==> config.mk <==
export PLATFORM = sky130hd
export DESIGN_NAME = avalon_st_packer
export DESIGN_NICKNAME = d
export VERILOG_FILES = /design/src/rtl/avalon_st_pkg.sv /design/src/rtl/avalon_st_packer.sv
export SDC_FILE = /design/constraint.sdc
export NUM_CORES = 1
export LEC_CHECK = 0
export ABC_AREA = 1
export CAP_MARGIN = 20
export CORE_ASPECT_RATIO = 2
export CORE_MARGIN = 2
export CORE_UTILIZATION = 24
export DETAILED_ROUTE_END_ITERATION = 16
export GPL_ROUTABILITY_DRIVEN = 0
export PLACE_DENSITY = 0.42
export SYNTH_ARGS = -nofsm -noshare
export SYNTH_HDL_FRONTEND = slang
export SYNTH_SLANG_ARGS = --single-unit
export TNS_END_PERCENT = 30
==> constraint.sdc <==
create_clock -name clk -period 4.72 [get_ports clk]
set_input_delay 0.944 -clock clk [delete_from_list [all_inputs] [get_ports clk]]
set_output_delay 0.944 -clock clk [all_outputs]
set_load 0.01 [all_outputs]
==> src/rtl/avalon_st_pkg.sv <==
// Shared constants and types for the Avalon-ST narrow-to-wide packer.
package avalon_st_pkg;

  localparam int unsigned DEFAULT_DATA_WIDTH = 32;

  typedef logic [31:0] word_count_t;

  function automatic int unsigned lane_width(input int unsigned ratio);
    return $clog2(ratio);
  endfunction

endpackage

==> src/rtl/avalon_st_packer.sv <==
// Packs RATIO narrow Avalon-ST beats into one registered wide beat; sink_eop
// flushes a partial word early with an empty-lane count.
module avalon_st_packer
  import avalon_st_pkg::*;
#(
  parameter int unsigned DATA_WIDTH = DEFAULT_DATA_WIDTH,
  parameter int unsigned RATIO      = 4,
  localparam int unsigned LANE_W    = lane_width(RATIO)
) (
  input  logic                        clk,
  input  logic                        reset,
  input  logic                        sink_valid,
  output logic                        sink_ready,
  input  logic [DATA_WIDTH-1:0]       sink_data,
  input  logic                        sink_eop,
  output logic                        src_valid,
  input  logic                        src_ready,
  output logic [DATA_WIDTH*RATIO-1:0] src_data,
  output logic                        src_eop,
  output logic [LANE_W-1:0]           src_empty,
  output logic [31:0]                 word_count
);

  if (RATIO < 2 || (RATIO & (RATIO - 1)) != 0) begin : g_ratio_check
    $error("avalon_st_packer: RATIO must be a power of two and >= 2");
  end

  localparam logic [LANE_W-1:0] LAST_LANE = LANE_W'(RATIO - 1);

  logic [DATA_WIDTH*RATIO-1:0] acc;
  logic [DATA_WIDTH*RATIO-1:0] merged;
  logic [LANE_W-1:0]           lane;
  logic                        sink_fire;
  logic                        src_fire;
  logic                        completing;
  word_count_t                 word_count_next;

  assign sink_ready      = !reset && (!src_valid || src_ready);
  assign sink_fire       = sink_valid && sink_ready;
  assign src_fire        = src_valid && src_ready;
  assign completing      = sink_eop || (lane == LAST_LANE);
  assign word_count_next = word_count + 32'd1;

  // Lanes above the current one are always zero in acc (cleared at every
  // word boundary), so inserting the new beat yields the zero-padded word.
  always_comb begin
    merged = acc;
    for (int unsigned k = 0; k < RATIO; k++) begin
      if (lane == LANE_W'(k)) begin
        merged[k*DATA_WIDTH +: DATA_WIDTH] = sink_data;
      end
    end
  end

  always_ff @(posedge clk) begin
    if (reset) begin
      acc        <= '0;
      lane       <= '0;
      src_valid  <= 1'b0;
      src_data   <= '0;
      src_eop    <= 1'b0;
      src_empty  <= '0;
      word_count <= '0;
    end else begin
      if (src_fire) begin
        src_valid  <= 1'b0;
        word_count <= word_count_next;
      end
      if (sink_fire) begin
        if (completing) begin
          src_data  <= merged;
          src_eop   <= sink_eop;
          src_empty <= LAST_LANE - lane;
          src_valid <= 1'b1;
          acc       <= '0;
          lane      <= '0;
        end else begin
          acc  <= merged;
          lane <= lane + LANE_W'(1);
        end
      end
    end
  end

endmodule

Yosys cells after proc, flatten, opt, wreduce, memory -nomap -nowiden
Index checks and enable logic that the tools add are counted.
Word-level totals
  output and inout port bits: 165
  register bits: 294
  input bits: 37
Operators by class
  mux-type cells: 9
  eq/ne operators: 3
  reduce and logical (&&, ||, !) cells: 9
  add/sub/neg operators: 3
Operator list (number)
  128-bit 2-to-1 mux: 1
  32-bit 2-to-1 mux: 4
  32-bit by 1-bit adder with 32-bit output (second input constant): 1
  2-bit equality test (second input constant): 2
  1-bit logical AND: 3
  1-bit 2-to-1 mux: 3
  2-bit by 1-bit adder with 2-bit output (second input constant): 1
  2-bit by 1-bit equality test with 1-bit output (second input constant): 1
  1-bit zero test: 2
  2-bit zero test: 1
  1-bit logical OR: 2
  2-bit 2-to-1 mux: 1
  2-bit AND reduction: 1
  2-bit subtractor (first input constant): 1

Longest topological paths before layout
Gate-level depths: netlist (run 1).
  depth in word-level cells: 5
  depth in mapped cells: 9
  depth with buffers taken out: 9

Least setup slack after synthesis (run 1)
Ideal clock, no wire load.
  path kind: input port to output port
  start point: input reset
  end point: output sink_ready
  stages on the path: 2
  arrival time: 1.237 ns
  path slack: 2.539 ns
  cell sequence: buf_2 nor2_4
On the way
  word-level cells in the longest chain between the ends: 2
RTL lines
  start: declaration: RTL line avalon_st_packer.sv:11  | input logic reset,
  1-bit zero test: RTL line avalon_st_packer.sv:38  | assign sink_ready = !reset && (!src_valid || src_ready);
  1-bit logical AND: RTL line avalon_st_packer.sv:38
  end: declaration: RTL line avalon_st_packer.sv:13  | output logic sink_ready,
No other way between the ends.

Worst setup path after layout (run 1)
  start point: input src_ready
  end point: output sink_ready
On the way
  word-level cells in the longest chain between the ends: 2
RTL lines
  start: declaration: RTL line avalon_st_packer.sv:17  | input logic src_ready,
  1-bit logical OR: RTL line avalon_st_packer.sv:38
  1-bit logical AND: RTL line avalon_st_packer.sv:38
No other way between the ends.

==> run metrics, run 1 <==
Post-Syn Instances=1,515; Worst path slowest cell=clkdlybuf4s50_1; Layout Cells excl Fill=roughly 2.3k; share of cells above drive strength 1=8.36%; Rows=~120; Setup WS pre-CTS=roughly 1.4 ns; static leakage=approximately 6.4 nW; top cell type's share of synthesized area=47.3%; critical path class=in -> out; CP Capture Type=output port; Final Setup Violations=0; Nets=1,682; first-pass GRT wire length=66,700 µm; die width=165 µm; yosys warns=0; critical path data arrival time=2.17 ns; clk buf depth=3; Routed Antenna Nets=0; die area=0.0538 mm²; Max Cap Viol=0; status=complete, no violations; Worst Tran Pin Value=0.867 ns; First-pass DRT Iterations=5; PD cells=about 380 mW/mm²; synth top area cells=dfxtp_1 (47%), o21ai_0 (11%), o211a_1 (7.7%); grt total ovfl=0; initial DRC count=a little under 800; CTS resizes=0; WP buf/inv=2; clk slew on worst S/H paths=0.06 ns; Post-CTS Setup Inserts=0; endpoints failing hold=0; CP dominant cell by count=clkdlybuf4s50_1; vias in the first global route=just over 10k; Routed WL=45,600 µm; # port buffers=201; Seq/Total Area, Yosys=47.3%; TNS Setup=0 ns; antenna violations before repair=1; Mapped Nets=1,557; Filler cells=5,413; antenna cell count=0; Worst Hold Class=reg -> reg; Core Util, Final=31.0%; hold_buf cts=0; Slew Limit Fails=0; CP Cell Sequence=clkdlybuf4s50_1 -> nor2_1 -> nor2_4 -> clkdlybuf4s50_1; Slew headroom=42.2%; CTS H-tree depth=1; FMAX=321 MHz; fin crit share=65.9%; largest net degree at the start of global routing=107; Ports=roughly 200; clock latency on the worst-skew pair=between 0.5 and 0.6 ns; Multi-input gate area=between 0.005 and 0.006 mm²; CTS Sinks=294; root buf cell=clkbuf_16; CTS tree=built; number of remaining DRC errors=0; largest area contributor in the synthesized netlist=dfxtp_1; RSZ-0062 raised after global routing=no; nature of the critical path startpoint=primary input; routed len/inst=about 20 µm; GRT Overall Usage=16.7%; total CTS buffers=30; syn_area_per_cell=8.22 µm²; CP top delay family=buffers and inverters; skew final=0.0126 ns; Synth Cell Area=0.0125 mm²; Synth cell types=29; DP Wirelength=about 31,000 µm; FF+latch count, synth=294; Die Ht=326 µm; total number of vias=10.8k; Initial Utilization=24.2%; register area=0.00589 mm²; synthesis-to-layout area growth=28.4%; Critical Path Fanout Max=2; final worst slack=1.61 ns; min Tclk post-route=3.11 ns; Critical Path RT=3.78 ns; DP Cell Count=~2.3k; Core Footprint=approximately 0.052 mm²; VDD IR max=between 0.0002 and 0.0003 V; via/cell ratio=approximately 4.6; CP peak stage delay=0.55 ns
layout make-up:
type / instances / area share (%)
clock buffer: 41 / 5.59
timing repair buffer: 217 / 13.9
sequential: 294 / 36.8
inverter: 112 / 2.67
clock inverter: 13 / 1.26
multi-input combinational: 985 / 34.6
tap: 660 / 5.16
worst min-delay path: cells and delay by family, from the launching register on:
kind | cells | cell delay, ns
and+or+nand+nor | 1 | 0.04
DFF | 1 | 0.30
buffers and inverters | 1 | 0.05
cell families (layout without fill, tap and decap cells):
logic type / count (synthesis) / after routing / synth area share [%]
simple gates: 497 / 497 / 16.2
compound gates: 482 / 482 / 27.6
flops: 294 / 294 / 47.3
buf+inv: 236 / 383 / 8.37
fa+ha+maj: 5 / 5 / 0.502
xor+xnor: 1 / 1 / 0.0703
cells in the mapped netlist (all sizes together):
| cell type | number |
|---|---|
| nand3 | 25 |
| o211a | 96 |
| xnor2 | 1 |
| dfxtp | 294 |
| a21oi | 16 |
| o21bai | 2 |
| nand4 | 8 |
| nor3b | 1 |
| o31ai | 1 |
| nor2 | 226 |
| a211oi | 98 |
| nor3 | 42 |
| clkbuf | 62 |
| buf | 62 |
| inv | 112 |
| ha | 5 |
| nand2 | 195 |
| o21a | 1 |
| o21ai | 268 |
routing by layer:
metal / vias up / global-route usage, % / share of wire [%]
met5: - / 0 / 0.029
met4: 2 / 7.45 / 4.6
met3: 76 / 2.47 / 4.6
met2: 266 / 30.4 / 51
met1: 5021 / 18.8 / 40
li1: 5404 / - / -
state kept, by name, indices dropped and copies added (netlist names):
| register | count |
|---|---|
| word_count | 32 |
| lane | 2 |
| src_valid | 1 |
| src_eop | 1 |
| src_empty | 2 |
| acc | 128 |
| src_data | 128 |
final timing paths:
check / start / to / slack (ns) / cells after the start
worst max-delay path: src_ready / sink_ready / 1.61 / 4
worst min-delay path: acc[97] / acc[97] / 0.44 / 2
worst max register to register: lane[0] / acc[85] / 1.89 / 7
worst min register to register: acc[97] / acc[97] / 0.44 / 2
cells in the final DEF (no fill, tap or decap), drive strengths merged, types with 2 or more instances in the layout:
master         instances
dfxtp                294
o21ai                268
nor2                 226
clkdlybuf4s50        200
nand2                195
inv                  111
a211oi                98
o211a                 96
nor3                  42
clkbuf                41
nand3                 25
buf                   17
a21oi                 16
nand4                  8
clkinv                 6
bufinv                 5
ha                     5
clkinvlp               3
o21bai                 2
through the flow:
| stage | hold WS, ns | instance area (µm²) | total power [mW] |
|---|---|---|---|
| 5_1_grt | 0.448 | 16000 | 6.35 |
| 6_report | 0.436 | 16000 | 6.07 |
| 2_1_floorplan | 0.418 | 12500 | 3.13 |
| 4_1_cts | 0.440 | 16000 | 6.18 |
| 3_3_place_gp | 0.425 | 14900 | 3.47 |
| 3_5_place_dp | 0.430 | 14900 | 3.48 |
report_power, final:
part	switching, mW	internal [mW]
registers	0.0643	2.60
clock network	1.07	1.59
logic	0.463	0.283
total	1.60	4.47
(Power assumes the default switching activity.)
==> inputs of run 2 (changes only) <==
PLACE_DENSITY = 0.44   (was 0.42)
clock period = 2.65 ns   (was 4.72 ns; I/O delays follow)
==> run 2 against run 1 <==
Clock power increased by 72%. Flip-flop and latch count unchanged. Power increased by 76%. First-iteration DRC count shrank 18%. Largest cell class unchanged. Highest routed layer is now met4.
==> run metrics, run 2 (synthesized netlist as in run 1, its figures left out) <==
status=complete, no violations; critical path data arrival time=1.75 ns (-0.42 ns); critical path class=in -> out; Critical Path Fanout Max=2 (unchanged); RSZ-0062 raised after global routing=no; met3 usage=2.46% (-0.013 points); endpoints failing hold=0 (unchanged); most frequent cells in the layout=dfxtp_1 (294), o21ai_0 (267), nor2_1 (221); CP peak stage delay=0.54 ns (about the same); CTS H-tree depth=1 (unchanged); CTS Sinks=294 (unchanged); Post-CTS Setup Inserts=0 (unchanged); min Tclk post-route=2.28 ns; Die Ht=326 µm (unchanged); first-pass GRT wire length=65,500 µm (-1.9%); root buf cell=clkbuf_16; Max Cap Viol=0 (unchanged); routed len/inst=19.0 µm (-3.4%); static leakage=6.56 nW (+2.1%); DP Cell Count=2,295 (+1.3%); hold_buf cts=0 (unchanged); Worst Tran Pin Value=1.09 ns (+0.226 ns); Nets=1,709 (+1.6%); skew final=0.0119 ns (-0.000691 ns); HP Start=reset; clk buf depth=3 (unchanged); GRT Overall Usage=16.2% (-0.45 points); Critical Path RT=2.12 ns (-1.66 ns); Ports=202 (unchanged); Worst Hold Class=in -> reg; CP Cell Sequence=clkdlybuf4s50_1 -> nor2_1 -> nor2_4 -> clkdlybuf4s50_1; Crit Reg-Reg Startpoint=lane[0]; CP dominant cell by count=clkdlybuf4s50_1; initial DRC count=630 (-18%); die width=165 µm (unchanged); Reg-to-Reg End=acc[12]; FMAX=440 MHz; PD cells=660 mW/mm² (+74%); Routed WL=44,600 µm (-2.3%); CTS tree=built; CP Capture Type=output port; Worst Hold Path EP=lane[0]; Worst path slowest cell=clkdlybuf4s50_1; Hold Path Depth=4 (+2); die area=0.0538 mm² (unchanged); Initial Utilization=24.2% (unchanged); total number of vias=10.9k (+1.3%); final instance area=0.0162 mm² (+1.4%); reg2reg setup slack=0.67 ns (-1.22 ns); CTS resizes=0 (unchanged); total CTS buffers=30 (unchanged); GR peak layer=met2; fin crit share=85.9%; Slew headroom=27.2% (-15 points); First-pass DRT Iterations=5 (unchanged); TNS Setup=0 ns (unchanged); nature of the critical path startpoint=primary input; antenna violations before repair=0 (-1); share of cells above drive strength 1=9.89% (+1.5 points); Placed Area=0.0152 mm² (+2.0%); clk slew on worst S/H paths=0.07 ns (about the same); biggest registers after layout=acc (128), src_data (128), word_count (32); DP Wirelength=31,100 µm (-0.58%); Rows=118 (unchanged); largest net degree at the start of global routing=87 (-19%); via/cell ratio=4.64 (+0.12%); # port buffers=201 (unchanged); number of remaining DRC errors=0 (unchanged); VDD IR max=0.000326 V (+25%); clock latency on the worst-skew pair=0.57 ns (about the same); Core Footprint=0.0515 mm² (unchanged); Final Setup Violations=0 (unchanged); Slew Limit Fails=0 (unchanged); met1 usage=18.8% (-0.056 points); Layout Cells excl Fill=2,349 (+1.2%); vias in the first global route=10.4k (+0.077%); most common cell after layout, fill and taps aside=dfxtp_1; Routed Antenna Nets=0 (unchanged); grt met2 use=29.9% (-0.49 points); FF-to-FF path depth=7 (unchanged); grt total ovfl=0 (unchanged); synthesis-to-layout area growth=30.1%; antenna cell count=0 (unchanged)
==> run 2: cell types whose count changed in the layout (fill, tap and decap cells not counted), sizes merged <==
cell / before / now
buf: 17 / 44
bufinv: 5 / 4
clkbuf: 41 / 38
clkinv: 6 / 9
inv: 111 / 112
==> run 2: how the worst max path moves through the flow <==
| stage | from | endpoint | slack, ns |
|---|---|---|---|
| after floorplan | reset | acc[93] | 1.01 |
| after global placement | src_ready | acc[82] | 0.24 |
| after detailed placement | src_ready | acc[75] | 0.23 |
| after CTS | src_valid | sink_ready | 0.36 |
| after global routing | src_valid | sink_ready | 0.31 |
| final | src_ready | sink_ready | 0.37 |
==> run 2: power by group <==
group | switching (mW) | internal (mW)
registers | 0.117 | 4.63
clock network | 1.90 | 2.68
logic | 0.828 | 0.549
==> run 2: critical path, delay by kind of cell <==
family,cells,cell delay [ns]
buffers and inverters,2,1.02
and+or+nand+nor,2,0.19
==> run 2: metrics by stage <==
step                hold WS, ns  setup WS [ns]  power [mW]  util, %
floorplan                 0.418           1.01        5.58        -
global placement          0.425          0.243        6.24     29.4
detailed placement        0.430          0.233        6.25     29.4
CTS                       0.340          0.359        10.9     31.5
global route              0.391          0.314        11.2     31.5
finish                    0.368          0.375        10.7     31.5
==> run 2: cell type report <==
class | count | area [µm²]
Clock buffer | 38 | 862
Clock inverter | 16 | 188
Fill cell | 5411 | 35300
Inverter | 112 | 425
Multi-Input combinational cell | 985 | 5540
Sequential cell | 294 | 5890
Tap cell | 660 | 826
Timing Repair Buffer | 244 | 2490
==> run 2: layer usage <==
layer	up-vias	routed length (µm)
met5	-	0
met4	0	1380
met3	51	2140
met2	269	23200
met1	5137	17800
li1	5450	-
==> inputs of run 3 (changes only) <==
CTS_CLUSTER_SIZE = 14   (was not set)
SLEW_MARGIN = 20   (was not set)
==> results of run 3 <==
No change in the layout: final DEF, timing and power equal those of run 2.
